`src/rtl/uart_rx_ctrl.sv`:
```
// uart_rx_ctrl: receive-byte FIFO with overrun, fill-threshold irq and a CPU register map
// Reads and writes complete with a one-cycle registered ack.
module uart_rx_ctrl #(
    parameter int DEPTH_LOG2 = 3,
    parameter int DATA_W     = 32
) (
    input  logic              clk,
    input  logic              reset,
    input  logic              rx_end,
    input  logic [7:0]        rx_data,
    input  logic              rx_busy,
    input  logic              req,
    input  logic              we,
    input  logic [1:0]        addr,
    input  logic [DATA_W-1:0] wr_data,
    output logic [DATA_W-1:0] rd_data,
    output logic              ack,
    output logic              irq
);
    localparam int CW = DEPTH_LOG2 + 1;
    localparam logic [CW-1:0] FULL = CW'(1 << DEPTH_LOG2);

    logic [7:0] mem [1 << DEPTH_LOG2];
    logic [DEPTH_LOG2-1:0] wr_ptr, rd_ptr;
    logic [CW-1:0] count, count_n, thresh, thresh_n, wr_thresh;
    logic overrun, overrun_n, irq_en, irq_en_n;
    logic rd, wr, pop, push, flush, full;
    logic [DATA_W-1:0] status, rd_val;
    logic unused;

    assign unused = ^wr_data;

    always_comb begin
        rd = req & ~we;
        wr = req & we;
        full = count == FULL;
        pop = rd & (addr == 2'd1) & (count != '0);
        flush = wr & (addr == 2'd2) & wr_data[1];
        // a pop in the same cycle frees the slot a full push needs
        push = rx_end & ~flush & (~full | pop);
        overrun_n = (rx_end & ~flush & full & ~pop) | (overrun & ~(wr & (addr == 2'd0) & wr_data[1]));
        count_n = flush ? '0 : count + CW'(push) - CW'(pop);
        wr_thresh = (wr_data[CW-1:0] == '0) ? CW'(1) : (wr_data[CW-1:0] > FULL) ? FULL : wr_data[CW-1:0];
        thresh_n = (wr & (addr == 2'd3)) ? wr_thresh : thresh;
        irq_en_n = (wr & (addr == 2'd2)) ? wr_data[0] : irq_en;
        status = '0;
        status[3:0] = {full, rx_busy, overrun, count != '0};
        status[4 +: CW] = count;
        rd_val = (addr == 2'd0) ? status :
                 (addr == 2'd1) ? (pop ? DATA_W'(mem[rd_ptr]) : '0) :
                 (addr == 2'd2) ? DATA_W'(irq_en) : DATA_W'(thresh);
    end

    always_ff @(posedge clk) begin
        if (reset) begin
            wr_ptr <= '0;
            rd_ptr <= '0;
            count <= '0;
            overrun <= 1'b0;
            irq_en <= 1'b0;
            thresh <= CW'(1);
            rd_data <= '0;
            ack <= 1'b0;
            irq <= 1'b0;
        end else begin
            wr_ptr <= flush ? '0 : push ? wr_ptr + DEPTH_LOG2'(1) : wr_ptr;
            rd_ptr <= flush ? '0 : pop ? rd_ptr + DEPTH_LOG2'(1) : rd_ptr;
            count <= count_n;
            overrun <= overrun_n;
            irq_en <= irq_en_n;
            thresh <= thresh_n;
            ack <= req;
            irq <= irq_en_n & ((count_n >= thresh_n) | overrun_n);
            if (rd) rd_data <= rd_val;
        end
    end

    always_ff @(posedge clk) begin
        if (push) mem[wr_ptr] <= rx_data;
    end
endmodule

```
`config.mk`:
```
export PLATFORM = sky130hd
export DESIGN_NAME = uart_rx_ctrl
export DESIGN_NICKNAME = d
export VERILOG_FILES = /design/src/rtl/uart_rx_ctrl.sv
export SDC_FILE = /design/constraint.sdc
export NUM_CORES = 1
export LEC_CHECK = 0
export CAP_MARGIN = 10
export CORE_MARGIN = 3
export CORE_UTILIZATION = 30
export CTS_CLUSTER_SIZE = 30
export DETAILED_ROUTE_END_ITERATION = 16
export PLACE_DENSITY = 0.57
export RECOVER_POWER = 25
export SKIP_LAST_GASP = 1
export SLEW_MARGIN = 10
export SYNTH_ARGS = -nofsm -noshare
export SYNTH_HDL_FRONTEND = slang
export SYNTH_SLANG_ARGS = --single-unit
```
`constraint.sdc`:
```
create_clock -name clk -period 5.5 [get_ports clk]
set_input_delay 1.65 -clock clk [delete_from_list [all_inputs] [get_ports clk]]
set_output_delay 1.65 -clock clk [all_outputs]
set_load 0.02 [all_outputs]
```
Word level (Yosys, flattened, before mapping)
Memory sizes are Yosys's and may differ from the RTL's. A register that Yosys moved wholly into a read port is not among the register bits.
Index checks and enable logic that the tools add are counted.
Widths: inputs -> output; s select.
Storage, ports and cells
  word-level logic and storage cells: 60
  bits of input ports: 48
  RAM bits: 64
  register bits after elaboration: 50
  latch bits: 0
  ROM bits: 0
  memories kept: 1
  output and inout bits: 34
Cells by class
  add/sub/neg operators: 4
  equal/unequal tests: 4
  order comparisons: 2
  shift-type cells: 0
  reduce and logical (&&, ||, !) cells: 4
  bitwise logic cells: 23
  muxes and demuxes: 13
  multiply operators: 0
  div/mod/pow operators: 0
Memory list
  mem: depth 8, bits a word 8, rd ports 1, clocked after Yosys merged registers in 1, write ports 1, line 23  | logic [7:0] mem [1 << DEPTH_LOG2];
Operator list (count)
  $mux 8: 3
  $mux 4: 5
  $and 1x1->1: 15
  $add 3x1->3 const B: 2
  $mux 3: 2
  $not 1->1: 5
  $add 4x1->4: 1
  $eq 2x2->1 const B: 2
  $eq 4x4->1 const B: 1
  $ge 4x4->1: 1
  $gt 4x4->1 const B: 1
  $logic_not 4->1: 1
  $reduce_bool 4->1: 1
  $sub 4x1->4: 1
  $mux 1: 3
  $or 1x1->1: 3
  $eq 2x1->1 const B: 1
  $logic_not 2->1: 1
  $reduce_or 2->1: 1

Depth between registers and ports, before layout
  depth in word-level cells: 12
  gate-level depth with buffers: 16
  mapped depth without buffers: 15

Least setup slack after synthesis
No wires, ideal clock.
  path type: in2reg
  start point: input addr[1]
  end point: register irq
  setup time: 0.123 ns
  slack: 1.072 ns
  buffers on the path: 2
  arrival time: 4.306 ns
  stages: 13
  required time: 5.377 ns
  cells stage by stage: buf_2 and4bb_2 and2_1 o21ai_1 buf_2 o21ai_0 ha_1 fa_1 nor2b_1 ha_1 a2111oi_0 o31a_1 a21boi_0
On the way
  longest elaborated chain between the ends: 12
  elaborated cells between the ends (all ways): 29
  classes of those cells: add/sub (2); order compare (1); eq/ne (3); mux (3); bitwise (19); reduce/logical (1)
Ends and longest elaborated chain
  start, declared: line 14  | input logic [1:0] addr,
  $eq 2x2->1: line 38  | flush = wr & (addr == 2'd2) & wr_data[1];
  $and 1x1->1 (2 in a row): line 38
  $not 1->1: line 40  | push = rx_end & ~flush & (~full | pop);
  $and 1x1->1 (2 in a row): line 40
  $add 4x1->4: line 42  | count_n = flush ? '0 : count + CW'(push) - CW'(pop);
  $sub 4x1->4: line 42
  $mux 4 *: line 42
  net count_n[1]: line 25  | logic [CW-1:0] count, count_n, thresh, thresh_n, wr_thresh;
  $ge 4x4->1 *: line 73  | irq <= irq_en_n & ((count_n >= thresh_n) | overrun_n);
  $or 1x1->1 *: line 73
  $and 1x1->1 *: line 73
  end signal, assigned: line 73
  end, declared: line 18  | output logic irq
The timed path passes the listed nets; every way through them passes the cells marked *.
A chain may end at the register's enable or synchronous reset.

Worst setup path in the final report
Ends and elaborated chain as after synthesis.

==> results.cfg <==
[timing]
setup_viol = 0
rsz0062_at_grt = false
period_share_pct = 89.39
fin_skew_ns = 0.007903
slew_headroom_pct = 37.32
whs_ns = 0.4930
fin_setup_tns_ns = 0
hold_viol_final = 0
drv_slew = 0
fin_ws_ns = 0.5835
period_needed_ns = 4.917
fmax_ghz = 0.2034
tightestPinTransition_ns = 0.9389

[worst_setup_path]
critPathArrivalTime_ns = 5.13
cp.required_ns = 5.71
cp-end-kind = register
path_class = in -> reg
critPathLaunchType = primary input
critPathMaxFanout = 10

[floorplanning]
die_h_um = 123.7
start_util_pct = 31.02
coreArea_um2 = 13400
die_area_um2 = 15300
die_w_um = 123.7
core.rowCount = 42
io_pins = 82

[clock_tree]
ctsHoldBuffers = 0
cts_root_buf = clkbuf_16
cts_buffer_depth = 2
htreeDepth = 3
cts_resized = 0
cts_buffers = 9
cts_tree = yes
post_cts_buffers = 0
clock-sinks = 93
clk_pin_slew_worst_paths_ns = 0.07
clkLatencyLatePin_ns = 0.34

[final_layout]
insertedDiodeCount = 0
design_area_um2 = 4880
drive_above_1_share_pct = 17.46
layoutNonFillerInstCount = 514
area_delta_synth_final_pct = 17.40
layout.nets = 394

[yosys]
synthArstFlopShare_pct = 0
yosysMostFrequentCell = edfxtp_1
post_synth_num_cell_types = 50
yosysSeqAreaShare_pct = 60.20
synth_area_um2 = 4156
syn_avg_cell_area_um2 = 14.09
synth_top_area_share_pct = 46.24
synth_area_leaders = edfxtp_1 46%, dfxtp_1 14%, mux4_2 8.7%
synth_warnings = 0
synth_area_leader_cell = edfxtp_1
synth_ff_type = edfxtp_1
synth-edff-count = 64
postSynthCellCount = 295
ys_ff_latch = 93
synth_commonest_cells = 64 x edfxtp_1, 29 x dfxtp_1, 25 x buf_4, 24 x nor2_1, 16 x mux4_2

[drt]
wirelength_um = 8082
drc = 0
avgViaCountPerCell = 4.704
routedWlPerCell_um = 15.72
ant_nets = 0
drt_first_iter_violations = 132
num_vias = 2418
dr.pass1.iters = 5

[placement]
port_buffers = 29
place_area_um2 = 4599
place.gp.congestion = 0.8221
dp_cells = 499
dp_slack_ns = 0.2119
hpwlAfterDp_um = 5629

[power_and_ir_drop]
p_per_area_nw_per_um2 = 351.1
leakage_nw = 1.664
vdd_drop_max_v = 0.0001995

[global_routing]
grt_first_pass_wirelength_um = 13000
grt_use_total_pct = 11.51
overflow = 0
grt_pass1_vias = 2420
antenna_found_initial = 0
grt_max_degree = 18

[worst_hold_path]
hp-class = reg -> reg

[run_status]
outcome = completed

[flow_run]
maxCapViolations = 0
## stage by stage
stage               utilization [%]  power, W
finish                        36.41  0.001713
global route                  36.41  0.001815
CTS                           36.41  0.001734
detailed placement            34.32  0.001152
global placement              34.32  0.001143
floorplan                         -  0.001060
## worst max-delay path: stages
cell and delay, ns:
clkdlybuf4s50_1 0.63, nand2b_1 0.16, o21ai_0 0.48, nand2_1 0.21
o21ai_0 0.13, ha_1 0.22, fa_1 0.46, nor2b_1 0.17
ha_1 0.28, a2111oi_0 0.42, o31a_1 0.20, a21boi_0 0.10
## worst paths after layout
kind	slack, ns	start	cells past startpoint	endpoint
min reg2reg	0.49	rd_data[2]$_SDFFE_PP0P_	2	rd_data[2]$_SDFFE_PP0P_
min	0.49	rd_data[2]$_SDFFE_PP0P_	2	rd_data[2]$_SDFFE_PP0P_
max	0.58	addr[1]	12	irq$_SDFF_PP0_
max reg2reg	2.02	count[2]$_SDFF_PP0_	13	irq$_SDFF_PP0_
## logic make-up (layout without fill, tap and decap cells)
family | after synthesis | count (layout) | synth area share [%]
compound gates | 41 | 41 | 7.405
xor+xnor | 4 | 4 | 0.8430
fa+ha+maj | 12 | 12 | 3.793
buf+inv | 44 | 64 | 6.984
flops | 93 | 93 | 60.20
mux | 25 | 25 | 11.38
other cells | 1 | 24 | 0.09022
simple gates | 75 | 75 | 9.302
## cell usage in the layout, fill, tap and decap left out, types with 3 or more instances in the layout
cell and instances:
clkdlybuf4s50_1 23, and2_1 4, nand2_1 11, mux2_4 4, dfxtp_1 29, nor2b_1 4
conb_1 24, edfxtp_1 64, nand2b_1 6, a221oi_1 3, buf_4 13, ha_1 11
nor3_1 9, clkbuf_16 9, o211ai_1 4, o21ai_0 4, xnor2_1 3, inv_1 7
nand3_1 3, o31ai_1 4, dlygate4sd3_1 6, a221oi_2 4, a21oi_1 9, nor2_1 24
mux2i_1 3, mux4_2 16
## report_power, final
part           leakage (nW)  switching [W]  total [W]  internal (W)
Combinational         0.715       0.000178   0.000321      0.000143
Sequential            0.817      0.0000253   0.000814      0.000789
Clock                 0.132       0.000265   0.000578      0.000313
## flip-flops by register name, indices dropped and copies added, names as in the netlist, named ones only
register / flops
rd_data: 8
thresh: 4
irq_en: 1
ack: 1
overrun: 1
irq: 1
mem: 64
rd_ptr: 3
count: 4
wr_ptr: 3
## layer usage
layer | track usage [%] | vias to the layer above | share of wire (%)
met5 | 0 | - | 0
met4 | 3.045 | 0 | 0.98
met3 | 4.223 | 6 | 6.1
met2 | 18.18 | 73 | 47
met1 | 14.96 | 1181 | 46
li1 | - | 1158 | -
## area by class of cell
class / instances / area (um^2)
Clock buffer: 9 / 225.2
Multi-Input combinational cell: 181 / 1463
Clock inverter: 6 / 55.05
Tap cell: 176 / 220.2
Sequential cell: 93 / 2502
Inverter: 7 / 26.28
Fill cell: 1278 / 8521
Timing Repair Buffer: 42 / 387.9
Power figures use the tool's default switching activity.
